## config.mk

```make
export PLATFORM = sky130hd
export DESIGN_NAME = fb_access_arbiter
export DESIGN_NICKNAME = d
export VERILOG_FILES = /design/src/rtl/fb_access_arbiter.sv
export SDC_FILE = /design/constraint.sdc
export NUM_CORES = 1
export LEC_CHECK = 0
export BUFFER_PORTS_ARGS = -buffer_cell sky130_fd_sc_hd__clkbuf_2
export CORE_MARGIN = 2
export CORE_UTILIZATION = 50
export CTS_BUF_LIST = sky130_fd_sc_hd__clkbuf_2 sky130_fd_sc_hd__clkbuf_4 sky130_fd_sc_hd__clkbuf_8
export CTS_CLUSTER_SIZE = 16
export DETAILED_ROUTE_END_ITERATION = 16
export GPL_ROUTABILITY_DRIVEN = 0
export PLACE_DENSITY = 0.86
export SLEW_MARGIN = 10
export SYNTH_ARGS = -nofsm -noshare
export SYNTH_HDL_FRONTEND = slang
export SYNTH_SLANG_ARGS = --single-unit
```

## constraint.sdc

```tcl
create_clock -name clk -period 3.34 [get_ports clk]
set_input_delay 0.835 -clock clk [delete_from_list [all_inputs] [get_ports clk]]
set_output_delay 0.835 -clock clk [all_outputs]
set_load 0.005 [all_outputs]
```

## src/rtl/fb_access_arbiter.sv

```systemverilog
// Single-port frame-buffer arbiter: a display read port and two pixel writers
// share one RAM, with at most one RAM operation issued per clock.
module fb_access_arbiter #(
    parameter int BITS_PIXEL = 8,
    parameter int NUM_PIXEL  = 19200,
    parameter int ADDR_W     = 15,
    parameter int STARVE_LIM = 8
) (
    input  logic                  clk,
    input  logic                  rst_n,
    input  logic                  rd_valid_i,
    input  logic [ADDR_W-1:0]     rd_addr,
    output logic                  rd_ready,
    output logic                  rd_valid_o,
    output logic [BITS_PIXEL-1:0] rd_data,
    input  logic                  wa_valid,
    input  logic [BITS_PIXEL-1:0] wa_pixel,
    input  logic                  wa_sof,
    output logic                  wa_ready,
    output logic                  wa_frame,
    input  logic                  wb_valid,
    input  logic [ADDR_W-1:0]     wb_addr,
    input  logic [BITS_PIXEL-1:0] wb_pixel,
    output logic                  wb_ready,
    output logic                  wb_err,
    output logic                  mem_en,
    output logic                  mem_we,
    output logic [ADDR_W-1:0]     mem_addr,
    output logic [BITS_PIXEL-1:0] mem_wdata,
    input  logic [BITS_PIXEL-1:0] mem_rdata
);
    localparam int CNT_W = $clog2(STARVE_LIM + 1);
    localparam logic [CNT_W-1:0]  LIM       = CNT_W'(STARVE_LIM);
    localparam logic [ADDR_W:0]   DEPTH     = (ADDR_W + 1)'(NUM_PIXEL);
    localparam logic [ADDR_W-1:0] LAST_ADDR = ADDR_W'(NUM_PIXEL - 1);

    typedef enum logic [1:0] {GNT_NONE, GNT_RD, GNT_WA, GNT_WB} grant_t;

    grant_t grant;
    logic   starveA, starveB;

    logic                  memEn_q, memEn_d;
    logic                  memWe_q, memWe_d;
    logic [ADDR_W-1:0]     memAddr_q, memAddr_d;
    logic [BITS_PIXEL-1:0] memWdata_q, memWdata_d;
    logic                  rdOob_q, rdOob_d;
    logic                  rdValid_q, rdValid_d;
    logic                  rdZero_q, rdZero_d;
    logic                  waFrame_q, waFrame_d;
    logic                  wbErr_q, wbErr_d;
    logic [ADDR_W-1:0]     ptrA_q, ptrA_d;
    logic                  rrA_q, rrA_d;
    logic [CNT_W-1:0]      cntA_q, cntA_d;
    logic [CNT_W-1:0]      cntB_q, cntB_d;
    logic [ADDR_W-1:0]     waAddr;

    // A saturated writer outranks the read port; rrA_q breaks writer ties.
    always_comb begin
        grant   = GNT_NONE;
        starveA = wa_valid && (cntA_q == LIM);
        starveB = wb_valid && (cntB_q == LIM);
        if (!rst_n) begin
            grant = GNT_NONE;
        end else if (starveA && starveB) begin
            grant = rrA_q ? GNT_WA : GNT_WB;
        end else if (starveA) begin
            grant = GNT_WA;
        end else if (starveB) begin
            grant = GNT_WB;
        end else if (rd_valid_i) begin
            grant = GNT_RD;
        end else if (wa_valid && wb_valid) begin
            grant = rrA_q ? GNT_WA : GNT_WB;
        end else if (wa_valid) begin
            grant = GNT_WA;
        end else if (wb_valid) begin
            grant = GNT_WB;
        end
    end

    assign rd_ready = (grant == GNT_RD);
    assign wa_ready = (grant == GNT_WA);
    assign wb_ready = (grant == GNT_WB);

    always_comb begin
        memEn_d    = 1'b0;
        memWe_d    = 1'b0;
        memAddr_d  = memAddr_q;
        memWdata_d = memWdata_q;
        rdOob_d    = 1'b0;
        waFrame_d  = 1'b0;
        wbErr_d    = 1'b0;
        ptrA_d     = ptrA_q;
        rrA_d      = rrA_q;
        waAddr     = wa_sof ? '0 : ptrA_q;

        case (grant)
            GNT_RD: begin
                if ({1'b0, rd_addr} < DEPTH) begin
                    memEn_d   = 1'b1;
                    memAddr_d = rd_addr;
                end else begin
                    rdOob_d = 1'b1;
                end
            end
            GNT_WA: begin
                memEn_d    = 1'b1;
                memWe_d    = 1'b1;
                memAddr_d  = waAddr;
                memWdata_d = wa_pixel;
                rrA_d      = 1'b0;
                if (waAddr == LAST_ADDR) begin
                    ptrA_d    = '0;
                    waFrame_d = 1'b1;
                end else begin
                    ptrA_d = waAddr + ADDR_W'(1);
                end
            end
            GNT_WB: begin
                rrA_d = 1'b1;
                if ({1'b0, wb_addr} < DEPTH) begin
                    memEn_d    = 1'b1;
                    memWe_d    = 1'b1;
                    memAddr_d  = wb_addr;
                    memWdata_d = wb_pixel;
                end else begin
                    wbErr_d = 1'b1;
                end
            end
            default: ;
        endcase

        cntA_d = cntA_q;
        if (!wa_valid || wa_ready) begin
            cntA_d = '0;
        end else if (cntA_q != LIM) begin
            cntA_d = cntA_q + CNT_W'(1);
        end

        cntB_d = cntB_q;
        if (!wb_valid || wb_ready) begin
            cntB_d = '0;
        end else if (cntB_q != LIM) begin
            cntB_d = cntB_q + CNT_W'(1);
        end

        // Out-of-range reads travel one stage behind the RAM path so both kinds keep the same latency.
        rdValid_d = (memEn_q && !memWe_q) || rdOob_q;
        rdZero_d  = rdOob_q;
    end

    always_ff @(posedge clk) begin
        if (!rst_n) begin
            memEn_q    <= 1'b0;
            memWe_q    <= 1'b0;
            memAddr_q  <= '0;
            memWdata_q <= '0;
            rdOob_q    <= 1'b0;
            rdValid_q  <= 1'b0;
            rdZero_q   <= 1'b0;
            waFrame_q  <= 1'b0;
            wbErr_q    <= 1'b0;
            ptrA_q     <= '0;
            rrA_q      <= 1'b1;
            cntA_q     <= '0;
            cntB_q     <= '0;
        end else begin
            memEn_q    <= memEn_d;
            memWe_q    <= memWe_d;
            memAddr_q  <= memAddr_d;
            memWdata_q <= memWdata_d;
            rdOob_q    <= rdOob_d;
            rdValid_q  <= rdValid_d;
            rdZero_q   <= rdZero_d;
            waFrame_q  <= waFrame_d;
            wbErr_q    <= wbErr_d;
            ptrA_q     <= ptrA_d;
            rrA_q      <= rrA_d;
            cntA_q     <= cntA_d;
            cntB_q     <= cntB_d;
        end
    end

    assign mem_en     = memEn_q;
    assign mem_we     = memWe_q;
    assign mem_addr   = memAddr_q;
    assign mem_wdata  = memWdata_q;
    assign rd_valid_o = rdValid_q;
    assign rd_data    = (rdValid_q && !rdZero_q) ? mem_rdata : '0;
    assign wa_frame   = waFrame_q;
    assign wb_err     = wbErr_q;

endmodule

```

==> summary.md <==
The run finished with clean final reports. The number of antenna violations at the first check in global routing was 0; the first-pass GRT wire length was 12800 um. The type of the most critical hold path is register to register.

The H-tree depth reported by CTS came out at 2. The worst IR drop on VDD is 274 uV, and the number of antenna-violating nets in the routed design is 0. The transition time of the tightest slew-check pin was 0.618 ns; the final critical-path share of the clock period was 89.9%.

The tightest hold path in the finished design has a slack of 0.482 ns. Hold repair after CTS inserted 0 buffers. Post-synthesis async set-or-reset flop share: 0%. Initial core utilization: 51.7%. After detailed placement, the design holds a cell count of 508.

Summed over all layers, the global routing overflow is 0. The post-synthesis register bit count is 54, and the total global routing track utilization is 24.2%. The least setup slack across all paths after layout was 0.336 ns. The worst hold path terminates at rd_valid_o$_SDFF_PN0_. The master cell of the clock root buffer was sky130_fd_sc_hd__clkbuf_8. During I/O placement, the number of pins put on the boundary was 99. After synthesis, the most frequently instantiated cells are sky130_fd_sc_hd__dfxtp_1 (54), sky130_fd_sc_hd__a21oi_1 (21), sky130_fd_sc_hd__nor2_1 (21).

The worst pin sits at a relative slew slack of 58.3%. The synthesized design spends more area on one cell type than any other, namely sky130_fd_sc_hd__dfxtp_1. For this design the ratio of total power to cell area is 371 nW/um2. Most repeated cell in the gate-level netlist after synthesis: sky130_fd_sc_hd__dfxtp_1.

The run gives 0 as the total count of hold-check failures in the final report. The maximum clock frequency is 0.333 GHz, and the clock edge transition at the registers on the reported setup and hold paths is 0.10 ns. The total inserted antenna cells was 0.

Across all layers, the routed design uses 3065 vias. The multi-input combinational cells in the finished layout cover a total of 1830 um2. Summed over all layers, the routed wires come to 8150 um. Max-cap violations in this run came to 0.

The mapped netlist covers 3060 um2. The number of endpoints failing setup at the final stage is 0. The die area came out at 6760 um2. Timing analysis after detailed placement gives a worst setup slack of 0.455 ns. STA puts the critical path data required time at 2.50 ns. The most common flop cell mapped by yosys is sky130_fd_sc_hd__dfxtp_1.

Summing the sequential cell areas from Yosys gives 35.3% of the chip area. After the flow finishes, the layout carries non-filler instances totaling 516. TritonCTS built the clock tree. In the final layout, flip-flops and latches occupy 1080 um2. For this design, the sink count on the clock tree is 54. Adding up every negative setup slack in the final design gives 0 ns. The tools report the net total in the final layout as 505.

Count of cell types in the netlist: 56. The number of gates resized after CTS was 0. The number of enable flip-flop cells after synthesis is 0, and the post-route standard cell area excluding fillers is 3750 um2.

Setup repair after global routing left no endpoint under its margin. The width of the die was 82.2 um. In this run the tool buffered the top-level ports with 98 buffer cells. Detailed placement ended at an HPWL of 6200 um. For the worst flop-to-flop path, the logic depth is 7. The run gives 2 as the maximum clock path buffer count. The tools report the number of violations reported at the end of detailed-routing iteration 0 as 181. The number of nets handed over by synthesis was 408.

The endpoint kind of the worst setup timing path is an output port. In the post-synthesis netlist, the biggest area contributors are sky130_fd_sc_hd__dfxtp_1 (35%), sky130_fd_sc_hd__mux2i_1 (3.6%), sky130_fd_sc_hd__a21oi_1 (3.4%). Along the worst hold path, the cell count comes to 2. The clock reaches the later pin of the worst-skew pair after 0.31 ns. Counting the buffers created by CTS gives 5. The number of optimization iterations in the first detailed-route pass was 5; the floorplan die height was 82.2 um.

The tools report the total count of max-transition violations in the final report as 0. The type of the worst setup path was register to output port. In this run the biggest area consumer among cell types represents 35.3% of the synthesized area. The routed wirelength normalized by instance count was 15.8 um. The synthesized area per cell is 8.92 um2. Entering global routing, the biggest net connects 26 pins. The instance area after placement is 3640 um2.

The final cell utilization of the core was 63.4%. The worst setup path is launched from a register. After detailed routing, the number of remaining DRC violations is 0.

The relative area change from synthesis to final layout was 22.6%; the standard-cell row count was 28. For the endpoint arrival time on the critical path, the log shows 2.17 ns. The tools report the via count of the first global-routing pass as 2805. Clock skew on the completed layout was measured at 0.00639 ns.

Leakage power total: 1.63 nW. The floorplan core area is 5920 um2, and the gate count of the mapped netlist is 343. Fill cells in the final layout number 521. In this run the post-CTS setup repair buffer count came out at 0. The tools report the critical register-to-register path endpoint as mem_addr[6]$_SDFFE_PN0P_. The share of final-layout standard cells stronger than drive strength 1 is 32.9%. The worst register-to-register path has a setup slack of 0.68 ns. The worst-path maximum fanout was 4.

In this run the critical register-to-register path is launched from cntA_q[0]$_SDFFE_PP0P_. The final critical path time including I/O delays and setup is 3.00 ns. The via density per instance was 5.94. Beginning of the worst hold path: rdOob_q$_SDFF_PN0_. The completed layout was analyzed and its total power is 1.39 mW. Yosys printed 0 warnings.
worst max path at each step:
stage                      startpoint                  endpoint  slack, ns  cells past startpoint
5_1_grt        cntA_q[0]$_SDFFE_PP0P_                  wb_ready       0.24                      7
3_5_place_dp                 wa_valid  mem_addr[6]$_SDFFE_PN0P_       0.45                      6
3_3_place_gp                 wa_valid                  rd_ready       0.48                      6
6_report       cntA_q[0]$_SDFFE_PP0P_                  wb_ready       0.34                      7
2_1_floorplan  cntA_q[0]$_SDFFE_PP0P_                  wb_ready       0.59                      8
4_1_cts        cntA_q[0]$_SDFFE_PP0P_                  wb_ready       0.35                      7
worst max-delay path, stage by stage (launching register included):
cell	delay, ns
sky130_fd_sc_hd__dfxtp_1	0.39
sky130_fd_sc_hd__inv_1	0.10
sky130_fd_sc_hd__ha_1	0.24
sky130_fd_sc_hd__and3b_1	0.27
sky130_fd_sc_hd__maj3_2	0.35
sky130_fd_sc_hd__a221oi_4	0.23
sky130_fd_sc_hd__and2_2	0.18
sky130_fd_sc_hd__clkbuf_2	0.11
cells in the final DEF, fill, tap and decap left out, types with 5 or more instances in the layout:
| cell | n |
|---|---|
| sky130_fd_sc_hd__clkbuf_8 | 5 |
| sky130_fd_sc_hd__mux2_2 | 8 |
| sky130_fd_sc_hd__clkbuf_2 | 98 |
| sky130_fd_sc_hd__a221o_1 | 9 |
| sky130_fd_sc_hd__nand2_1 | 15 |
| sky130_fd_sc_hd__nor2b_1 | 12 |
| sky130_fd_sc_hd__nor3_1 | 9 |
| sky130_fd_sc_hd__a31oi_1 | 9 |
| sky130_fd_sc_hd__inv_1 | 9 |
| sky130_fd_sc_hd__a21oi_1 | 21 |
| sky130_fd_sc_hd__and3_1 | 7 |
| sky130_fd_sc_hd__mux2i_1 | 11 |
| sky130_fd_sc_hd__dfxtp_1 | 54 |
| sky130_fd_sc_hd__buf_4 | 14 |
| sky130_fd_sc_hd__a22o_1 | 8 |
| sky130_fd_sc_hd__nor3b_1 | 7 |
| sky130_fd_sc_hd__nand4_1 | 6 |
| sky130_fd_sc_hd__and2_1 | 11 |
| sky130_fd_sc_hd__nand3_1 | 20 |
| sky130_fd_sc_hd__o21ai_0 | 13 |
| sky130_fd_sc_hd__nor2_1 | 21 |
| sky130_fd_sc_hd__ha_1 | 5 |
state kept, by name, summed over array words and instances, names as in the netlist:
name,count
rdZero_q,1
mem_addr,15
mem_wdata,8
ptrA_q,15
rd_valid_o,1
wb_err,1
rdOob_q,1
mem_en,1
cntB_q,4
mem_we,1
rrA_q,1
wa_frame,1
cntA_q,4
report_power, final:
part	total, mW	switching, mW	leakage [nW]	internal, mW
registers	0.695	0.0191	0.441	0.676
clock network	0.446	0.222	0.0504	0.223
logic	0.251	0.132	1.14	0.119
total	1.39	0.373	1.63	1.02
area by class of cell:
class	count	share of cell area [%]
multi-input combinational	257	48.8
sequential	54	28.8
timing repair buffer	112	15.9
tap	75	2.50
clock buffer	5	1.83
clock inverter	3	1.20
inverter	10	1.00
cells by family (layout without fill, tap and decap cells):
kind of cell / after synthesis / in the layout / synth area share (%)
DFF: 54 / 54 / 35.3
xor gates and xnor gates: 6 / 6 / 1.72
adders and majority gates: 6 / 6 / 2.41
buffers and inverters: 32 / 130 / 5.11
muxes: 19 / 19 / 6.54
and+or+nand+nor: 130 / 130 / 24.4
AOI/OAI and AO/OA: 96 / 96 / 24.5
routing by layer:
layer,routed length [um],part of all wire (%),up-vias,track usage (%)
met5,0,0,-,0
met4,165,2.0,0,9.33
met3,618,7.6,13,4.24
met2,3930,48,146,42.2
met1,3430,42,1424,29.6
li1,-,-,1482,-
(Power assumes the default switching activity.)
